[src/rtl/hack_pkg.sv]
// Shared types and constants for the Hack fetch/execute sequencer.
package hack_pkg;

    typedef enum logic [2:0] {
        IDLE   = 3'd0,
        FETCH  = 3'd1,
        DECODE = 3'd2,
        MEM_RD = 3'd3,
        MEM_WR = 3'd4,
        EXEC   = 3'd5,
        ERROR  = 3'd6
    } seq_state_t;

    // Instruction bit positions: C-instruction flag, a-bit (M operand), d3 (write M)
    localparam int IDX_CI = 15;
    localparam int IDX_A  = 12;
    localparam int IDX_D3 = 3;

endpackage

[src/rtl/hack_bus_timer.sv]
// Bus watchdog: counts consecutive unacknowledged request cycles; TIMEOUT=0 disables it.
module hack_bus_timer #(
    parameter int TIMEOUT = 64
) (
    input  logic i_clk,
    input  logic i_rst,
    input  logic i_req,
    input  logic i_ack,
    input  logic i_clear,
    output logic o_expired
);

    generate
        if (TIMEOUT == 0) begin : g_off
            assign o_expired = 1'b0;
        end else begin : g_on
            localparam int CW = (TIMEOUT > 1) ? $clog2(TIMEOUT) : 1;
            localparam logic [CW-1:0] LIMIT = CW'(TIMEOUT - 1);

            logic [CW-1:0] r_cnt;

            always_ff @(posedge i_clk) begin
                if (i_rst || i_clear || i_ack) begin
                    r_cnt <= '0;
                end else if (i_req && (r_cnt != LIMIT)) begin
                    r_cnt <= r_cnt + CW'(1);
                end
            end

            // Expires on the TIMEOUT-th consecutive waiting cycle
            assign o_expired = i_req && !i_ack && !i_clear && (r_cnt == LIMIT);
        end
    endgenerate

endmodule

[src/rtl/hack_sequencer.sv]
// Multi-cycle fetch/execute controller for the Hack CPU datapath.
// Optional macro HACK_SEQ_SINGLE_STEP_EN adds step_i for one-instruction-per-pulse execution.
module hack_sequencer
    import hack_pkg::*;
#(
    parameter int CNT_W   = 16,
    parameter int TIMEOUT = 64
) (
    input  logic             clk_i,
    input  logic             rst_i,
    input  logic             run_i,
`ifdef HACK_SEQ_SINGLE_STEP_EN
    input  logic             step_i,
`endif
    output logic             rom_req_o,
    input  logic             rom_ack_i,
    input  logic [15:0]      rom_data_i,
    output logic [15:0]      instr_o,
    output logic             ram_req_o,
    output logic             ram_we_o,
    input  logic             ram_ack_i,
    output logic             mem_latch_o,
    input  logic             en_a_req_i,
    input  logic             en_d_req_i,
    input  logic             load_pc_req_i,
    output logic             en_a_o,
    output logic             en_d_o,
    output logic             load_pc_o,
    output logic             inc_pc_o,
    output logic             busy_o,
    output logic             bus_err_o,
    output logic [CNT_W-1:0] retired_o
);

    seq_state_t       r_state;
    logic [15:0]      r_instr;
    logic [CNT_W-1:0] r_retired;

    logic w_start;
    logic w_continue;
    logic w_req;
    logic w_ack;
    logic w_expired;
    logic w_ci;
    logic w_a;
    logic w_d3;

`ifdef HACK_SEQ_SINGLE_STEP_EN
    assign w_start    = run_i & step_i;
    assign w_continue = 1'b0;
`else
    assign w_start    = run_i;
    assign w_continue = run_i;
`endif

    assign w_ci = r_instr[IDX_CI];
    assign w_a  = r_instr[IDX_A];
    assign w_d3 = r_instr[IDX_D3];

    // Acks only count while the matching request is up
    assign w_req = rom_req_o | ram_req_o;
    assign w_ack = (rom_req_o & rom_ack_i) | (ram_req_o & ram_ack_i);

    hack_bus_timer #(
        .TIMEOUT (TIMEOUT)
    ) u_timer (
        .i_clk     (clk_i),
        .i_rst     (rst_i),
        .i_req     (w_req),
        .i_ack     (w_ack),
        .i_clear   (~w_req),
        .o_expired (w_expired)
    );

    always_ff @(posedge clk_i) begin
        if (rst_i) begin
            r_state   <= IDLE;
            r_instr   <= '0;
            r_retired <= '0;
        end else begin
            case (r_state)
                IDLE: if (w_start) r_state <= FETCH;
                FETCH: begin
                    if (rom_ack_i) begin
                        r_instr <= rom_data_i;
                        r_state <= DECODE;
                    end else if (w_expired) begin
                        r_state <= ERROR;
                    end
                end
                DECODE: begin
                    if (w_ci && w_a)       r_state <= MEM_RD;
                    else if (w_ci && w_d3) r_state <= MEM_WR;
                    else                   r_state <= EXEC;
                end
                MEM_RD: begin
                    if (ram_ack_i)      r_state <= w_d3 ? MEM_WR : EXEC;
                    else if (w_expired) r_state <= ERROR;
                end
                MEM_WR: begin
                    if (ram_ack_i)      r_state <= EXEC;
                    else if (w_expired) r_state <= ERROR;
                end
                EXEC: begin
                    r_retired <= r_retired + CNT_W'(1);
                    r_state   <= w_continue ? FETCH : IDLE;
                end
                ERROR:   r_state <= ERROR;
                default: r_state <= IDLE;
            endcase
        end
    end

    always_comb begin
        rom_req_o   = 1'b0;
        ram_req_o   = 1'b0;
        ram_we_o    = 1'b0;
        mem_latch_o = 1'b0;
        en_a_o      = 1'b0;
        en_d_o      = 1'b0;
        load_pc_o   = 1'b0;
        inc_pc_o    = 1'b0;
        case (r_state)
            FETCH:  rom_req_o = 1'b1;
            MEM_RD: begin
                ram_req_o   = 1'b1;
                mem_latch_o = ram_ack_i;
            end
            MEM_WR: begin
                ram_req_o = 1'b1;
                ram_we_o  = 1'b1;
            end
            EXEC: begin
                en_a_o    = en_a_req_i;
                en_d_o    = en_d_req_i;
                load_pc_o = load_pc_req_i;
                inc_pc_o  = ~load_pc_req_i;
            end
            default: ;
        endcase
    end

    assign busy_o    = (r_state != IDLE) && (r_state != ERROR);
    assign bus_err_o = (r_state == ERROR);
    assign instr_o   = r_instr;
    assign retired_o = r_retired;

endmodule

[config.mk]
export PLATFORM = sky130hd
export DESIGN_NAME = hack_sequencer
export DESIGN_NICKNAME = d
export VERILOG_FILES = /design/src/rtl/hack_pkg.sv /design/src/rtl/hack_bus_timer.sv /design/src/rtl/hack_sequencer.sv
export SDC_FILE = /design/constraint.sdc
export NUM_CORES = 1
export LEC_CHECK = 0
export CORE_MARGIN = 5
export CORE_UTILIZATION = 49
export DETAILED_ROUTE_END_ITERATION = 8
export PLACE_DENSITY = 0.86
export SLEW_MARGIN = 20
export SYNTH_ARGS = -nofsm -noshare
export SYNTH_HDL_FRONTEND = slang
export SYNTH_SLANG_ARGS = --single-unit
[constraint.sdc]
create_clock -name clk_i -period 4.2 [get_ports clk_i]
set_input_delay 0.63 -clock clk_i [delete_from_list [all_inputs] [get_ports clk_i]]
set_output_delay 0.63 -clock clk_i [all_outputs]
set_load 0.02 [all_outputs]
======== Word-level counts from Yosys, hierarchy flattened ========
Cells that the tools add are included.
cells by class
  mux-type cells .......................... 18
  eq/ne operators ......................... 10
  bitwise gates (word level) .............. 6
  reductions and logical operators ........ 14
  add/subtract/negate cells ............... 2
operators by type and width
  kind                     number
  $pmux W3 S7              1
  $mux W3                  6
  $add A16 B1 Y16 const B  1
  $mux W1                  11
  $eq A3 B3 Y1 const B     3
  $logic_and A1 B1 Y1      7
  $add A6 B1 Y6 const B    1
  $eq A3 B2 Y1 const B     2
  $eq A6 B6 Y1 const B     1
  $ne A6 B6 Y1 const B     1
  $eq A3 B1 Y1 const B     1
  $logic_not A3 Y1         1
  $ne A3 B3 Y1 const B     1
  $reduce_bool A3 Y1       1
  $and A1 B1 Y1            2
  $logic_or A1 B1 Y1       2
  $ne A2 B2 Y1 const B     1
  $not A1 Y1               2
  $or A1 B1 Y1             2
  $reduce_and A2 Y1        1
  $reduce_or A2 Y1         1
  $logic_not A1 Y1         1
storage, ports and cells
  word-level logic and storage cells ...... 54
  flip-flop bits (word level) ............. 41
  input port bits ......................... 24

======== Depth between registers and ports, before layout ========
  word-level depth ........................ 12
  mapped depth ............................ 7
  depth with buffers taken out ............ 5

======== Cells and area by module ========
Synthesis repeated with hierarchy kept, for this count alone.
second synthesis, totals
  cell total of the unflattened synthesis .. 237
  area, all modules ....................... 1969.4 um^2
by module, submodules not included
  module          seq. area each (um^2)  instances  area each (um^2)  cells an instance
  hack_sequencer  700.7                  1          1626.6            204
  hack_bus_timer  120.1                  1          342.8             33

======== Worst setup path before layout ========
OpenSTA, ideal clock, no wires.
  path kind ............................... flip-flop to flip-flop
  start ................................... reg r_state[0]
  end ..................................... reg r_instr[10] (netlist: instr_o[10])
  slack ................................... 2374 ps
  period minus slack after synthesis ...... 1826 ps
  cell stages (with the launch flop) ...... 7
  data arrival time ....................... 1694 ps
  library setup time ...................... 132 ps
  cells stage by stage .................... dfxtp_1 buf_4 nor3b_1 nand2_1 clkbuf_1 nand2_1 a21oi_1
on the way
  longest elaborated chain between the ends .. 2
ends and longest elaborated chain
  item                         line                   text
  from (decl)                  hack_sequencer.sv:35   seq_state_t r_state;
  from (signal assigned)       hack_sequencer.sv:97   if (ram_ack_i) r_state <= w_d3 ? MEM_WR : EXEC;
  from (signal assigned)       hack_sequencer.sv:106  r_state <= w_continue ? FETCH : IDLE;
  $eq A3 B1 Y1                 hack_sequencer.sv:81   case (r_state)
  $reduce_and A2 Y1 (no line)  -
  to (signal assigned)         hack_sequencer.sv:85   r_instr <= rom_data_i;
  to (decl)                    hack_sequencer.sv:36   logic [15:0] r_instr;
Every way passes these cells.
A chain may end at the register's enable or synchronous reset.

======== Worst setup path after layout ========
  start ................................... reg r_state[0]
  end ..................................... out en_d_o
on the way
  longest elaborated chain between the ends .. 2
ends and longest elaborated chain
  item          line                   text
  $eq A3 B3 Y1  hack_sequencer.sv:123  case (r_state)
  $mux W1       hack_sequencer.sv:123
  to (decl)     hack_sequencer.sv:27   output logic en_d_o,
Every way passes these cells.

==> out/results.ini <==
[status]
outcome = finished, final reports clean

[cts]
clk_pin_slew_ns = 0.07
cts_tree = built
clk_latency_ns = 0.29
clockRootBuffer = clkbuf_8
clkSinkCount = 41
cts_inserted_buffers = 5
ctsHoldBuffers = 0
cts_resized = 0
htreeDepth = 2
clockBufferDepth = 2
cts_setup_buffers = 0

[timing]
skew_ns = 0.00982
timing.fmax_mhz = 334
slew_viol_final = 0
min_period_ns = 2.99
fin_ws_ns = 1.21
worst_pin_slew_ns = 0.715
finalCritPeriodShare_pct = 71.3
final_hold_viol_count = 0
max-slew-margin-rel_pct = 52.2
fin_setup_tns_ns = 0
finalSetupViolations = 0
grt_setup_unrepaired = false

[die]
io_pins = 66
fp.dieW_um = 73.2
fp.dieArea_um2 = 5360
rows = 23
initial_core_util_pct = 49.7
die_y_um = 73.2
core-area_um2 = 3940

[detailed_routing]
viasPerCell = 5.36
vias = 1853
drcViolationCount = 0
wl_per_cell_um = 13.4
drtIter0Drc = 157
drtAntennaViolNets = 0
route.final.wire_length_mm = 4.62
drtPass1Iterations = 4

[grt]
antenna_found_initial = 0
grt_usage_pct = 17.9
grt_pass1_wl_mm = 7.60
grt_max_degree = 23
grt_pass1_vias = 1701
overflow = 0

[min_path]
min_path_type = reg -> reg

[synthesis]
synth-main-ff-cell = dfxtp_1
synth-edff-count = 0
yosysWarnings = 0
synth_top_family_by_area = simple AND/OR/NAND/NOR gates
yosys-top-cells-area = dfxtp_1 42%, nand2_1 8.2%, a21oi_1 7.7%
avgSynthCellArea_um2 = 8.23
synthAdderAreaFrac_pct = 1.28
syn-num-nets = 264
syn_area_um2 = 1960
synth_xor_area_share_pct = 5.37
muxShareOfSynthArea_pct = 2.04
yosysTopAreaCell = dfxtp_1
syn_inst = 238
synth_cell_types = 40
synth_compound_area_share_pct = 15.1
ys_seq_area_share_pct = 41.9
yosys.area_share.simple_pct = 30.0
ys_async_sr_fraction_pct = 0
synth_seq_cells = 41
yosys.area.top_type_share_pct = 41.9

[setup_path]
critPathRequiredTime_ns = 3.57
worstPathArrival_ns = 2.36
critical_path.max_fanout = 17
path_class = reg -> out
end_kind = primary output
cp-start-kind = register

[finish]
n_fill_cell = 340
nNetsFinal = 321
drive_above_1_share_pct = 3.72
fin_area_um2 = 2710
area_growth_pct = 38.6
fin_util_pct = 68.8
diodes = 0

[power]
pwr-share-comb_pct = 16.5
seq_power_share_pct = 47.4
p_leak_uw = 0.000935
switchingPower_uw = 225
p_int_uw = 667
power_density_nw_per_um2 = 329
clockPowerShare_pct = 36.2
ir_drop_mv = 0.259
switching_share_pct = 25.2

[placement]
placed_area_um2 = 2600
place_congestion = 0.888
io_buffer_count = 65
dp.final_hpwl_mm = 3.43
pre_cts_ws_ns = 1.50

[flow_run]
max-cap-violations = 0

[stage by stage]
stage / cells / total power (µW) / hold slack, ns
finish: 346 / 892 / 0.455
detailed placement: 338 / 579 / 0.449
global route: 346 / 930 / 0.471
floorplan: 238 / 515 / 0.467
global placement: 338 / 575 / 0.440
CTS: 346 / 900 / 0.457
[registers in the layout, summed over array words and instances, names as in the netlist]
name,flops
instr_o,16
r_state,3
retired_o,16
u_timer.g_on.r_cnt,6
[power groups by stage]
stage / clock network (µW) / logic [µW] / registers [µW]
CTS: 329 / 148 / 422
global placement: 0 / 145 / 429
global route: 345 / 159 / 426
finish: 323 / 147 / 423
detailed placement: 0 / 147 / 431
floorplan: 0 / 85.2 / 430
[final timing paths]
kind	depth (start not counted)	start	slack, ns	endpoint
max	3	r_state[0]$_SDFFE_PP0P_	1.21	en_d_o
max reg2reg	4	r_state[0]$_SDFFE_PP0P_	2.04	retired_o[15]$_SDFFE_PP0N_
min reg2reg	2	instr_o[1]$_SDFFE_PP0P_	0.46	instr_o[1]$_SDFFE_PP0P_
min	2	instr_o[1]$_SDFFE_PP0P_	0.46	instr_o[1]$_SDFFE_PP0P_
[synth_stat cells (all sizes together) (6+ instances only)]
cell / number
nand3: 8
a21oi: 30
and2: 6
or3: 6
nand2: 43
nand4: 8
buf: 9
nor2: 15
xor2: 9
clkbuf: 7
dfxtp: 41
o21ai: 9
[cells in the final DEF (no fill, tap or decap), types with 2 or more instances in the layout]
master | synthesis | final
a211oi_1 | 3 | 3
a21oi_1 | 30 | 30
and2_1 | 6 | 6
and3_1 | 4 | 4
and3b_1 | 2 | 2
and4_1 | 2 | 2
clkbuf_8 | 0 | 6
clkdlybuf4s50_1 | 0 | 65
dfxtp_1 | 41 | 41
ha_1 | 2 | 2
mux2i_1 | 4 | 4
nand2_1 | 43 | 43
nand2b_1 | 4 | 4
nand3_1 | 7 | 7
nand4_1 | 8 | 8
nor2_1 | 15 | 15
nor2b_1 | 3 | 3
nor3b_1 | 3 | 3
o2111ai_1 | 2 | 2
o21ai_0 | 9 | 9
or3_1 | 6 | 6
xnor2_1 | 3 | 3
xor2_1 | 9 | 9
[per-layer routing]
metal	up-vias	track usage [%]	wire, µm
met5	-	0	0
li1	942	-	-
met2	57	29.7	2190
met4	0	5.94	62
met3	6	8.13	463
met1	848	20.2	1910
[critical path, cell delays in order, from the launching register on]
cell             delay (ns)
dfxtp_1                0.66
and3b_1                0.61
and2_1                 0.21
clkdlybuf4s50_1        0.60
[area by class of cell]
type | count | area [µm²] | area share (%)
Multi-Input combinational cell | 180 | 1050 | 38.8
Sequential cell | 41 | 821 | 30.2
Inverter | 1 | 3.75 | 0.138
Clock inverter | 1 | 30.0 | 1.11
Clock buffer | 7 | 86.3 | 3.18
Tap cell | 50 | 62.6 | 2.31
Timing Repair Buffer | 66 | 658 | 24.3
[logic make-up (layout without fill, tap and decap cells)]
kind of cell,count (synthesis),after routing
and+or+nand+nor,111,111
AOI/OAI and AO/OA,51,51
DFF,41,41
buffers and inverters,17,75
xor gates and xnor gates,12,12
muxes,4,4
adders and majority gates,2,2
(Power assumes the default switching activity.)
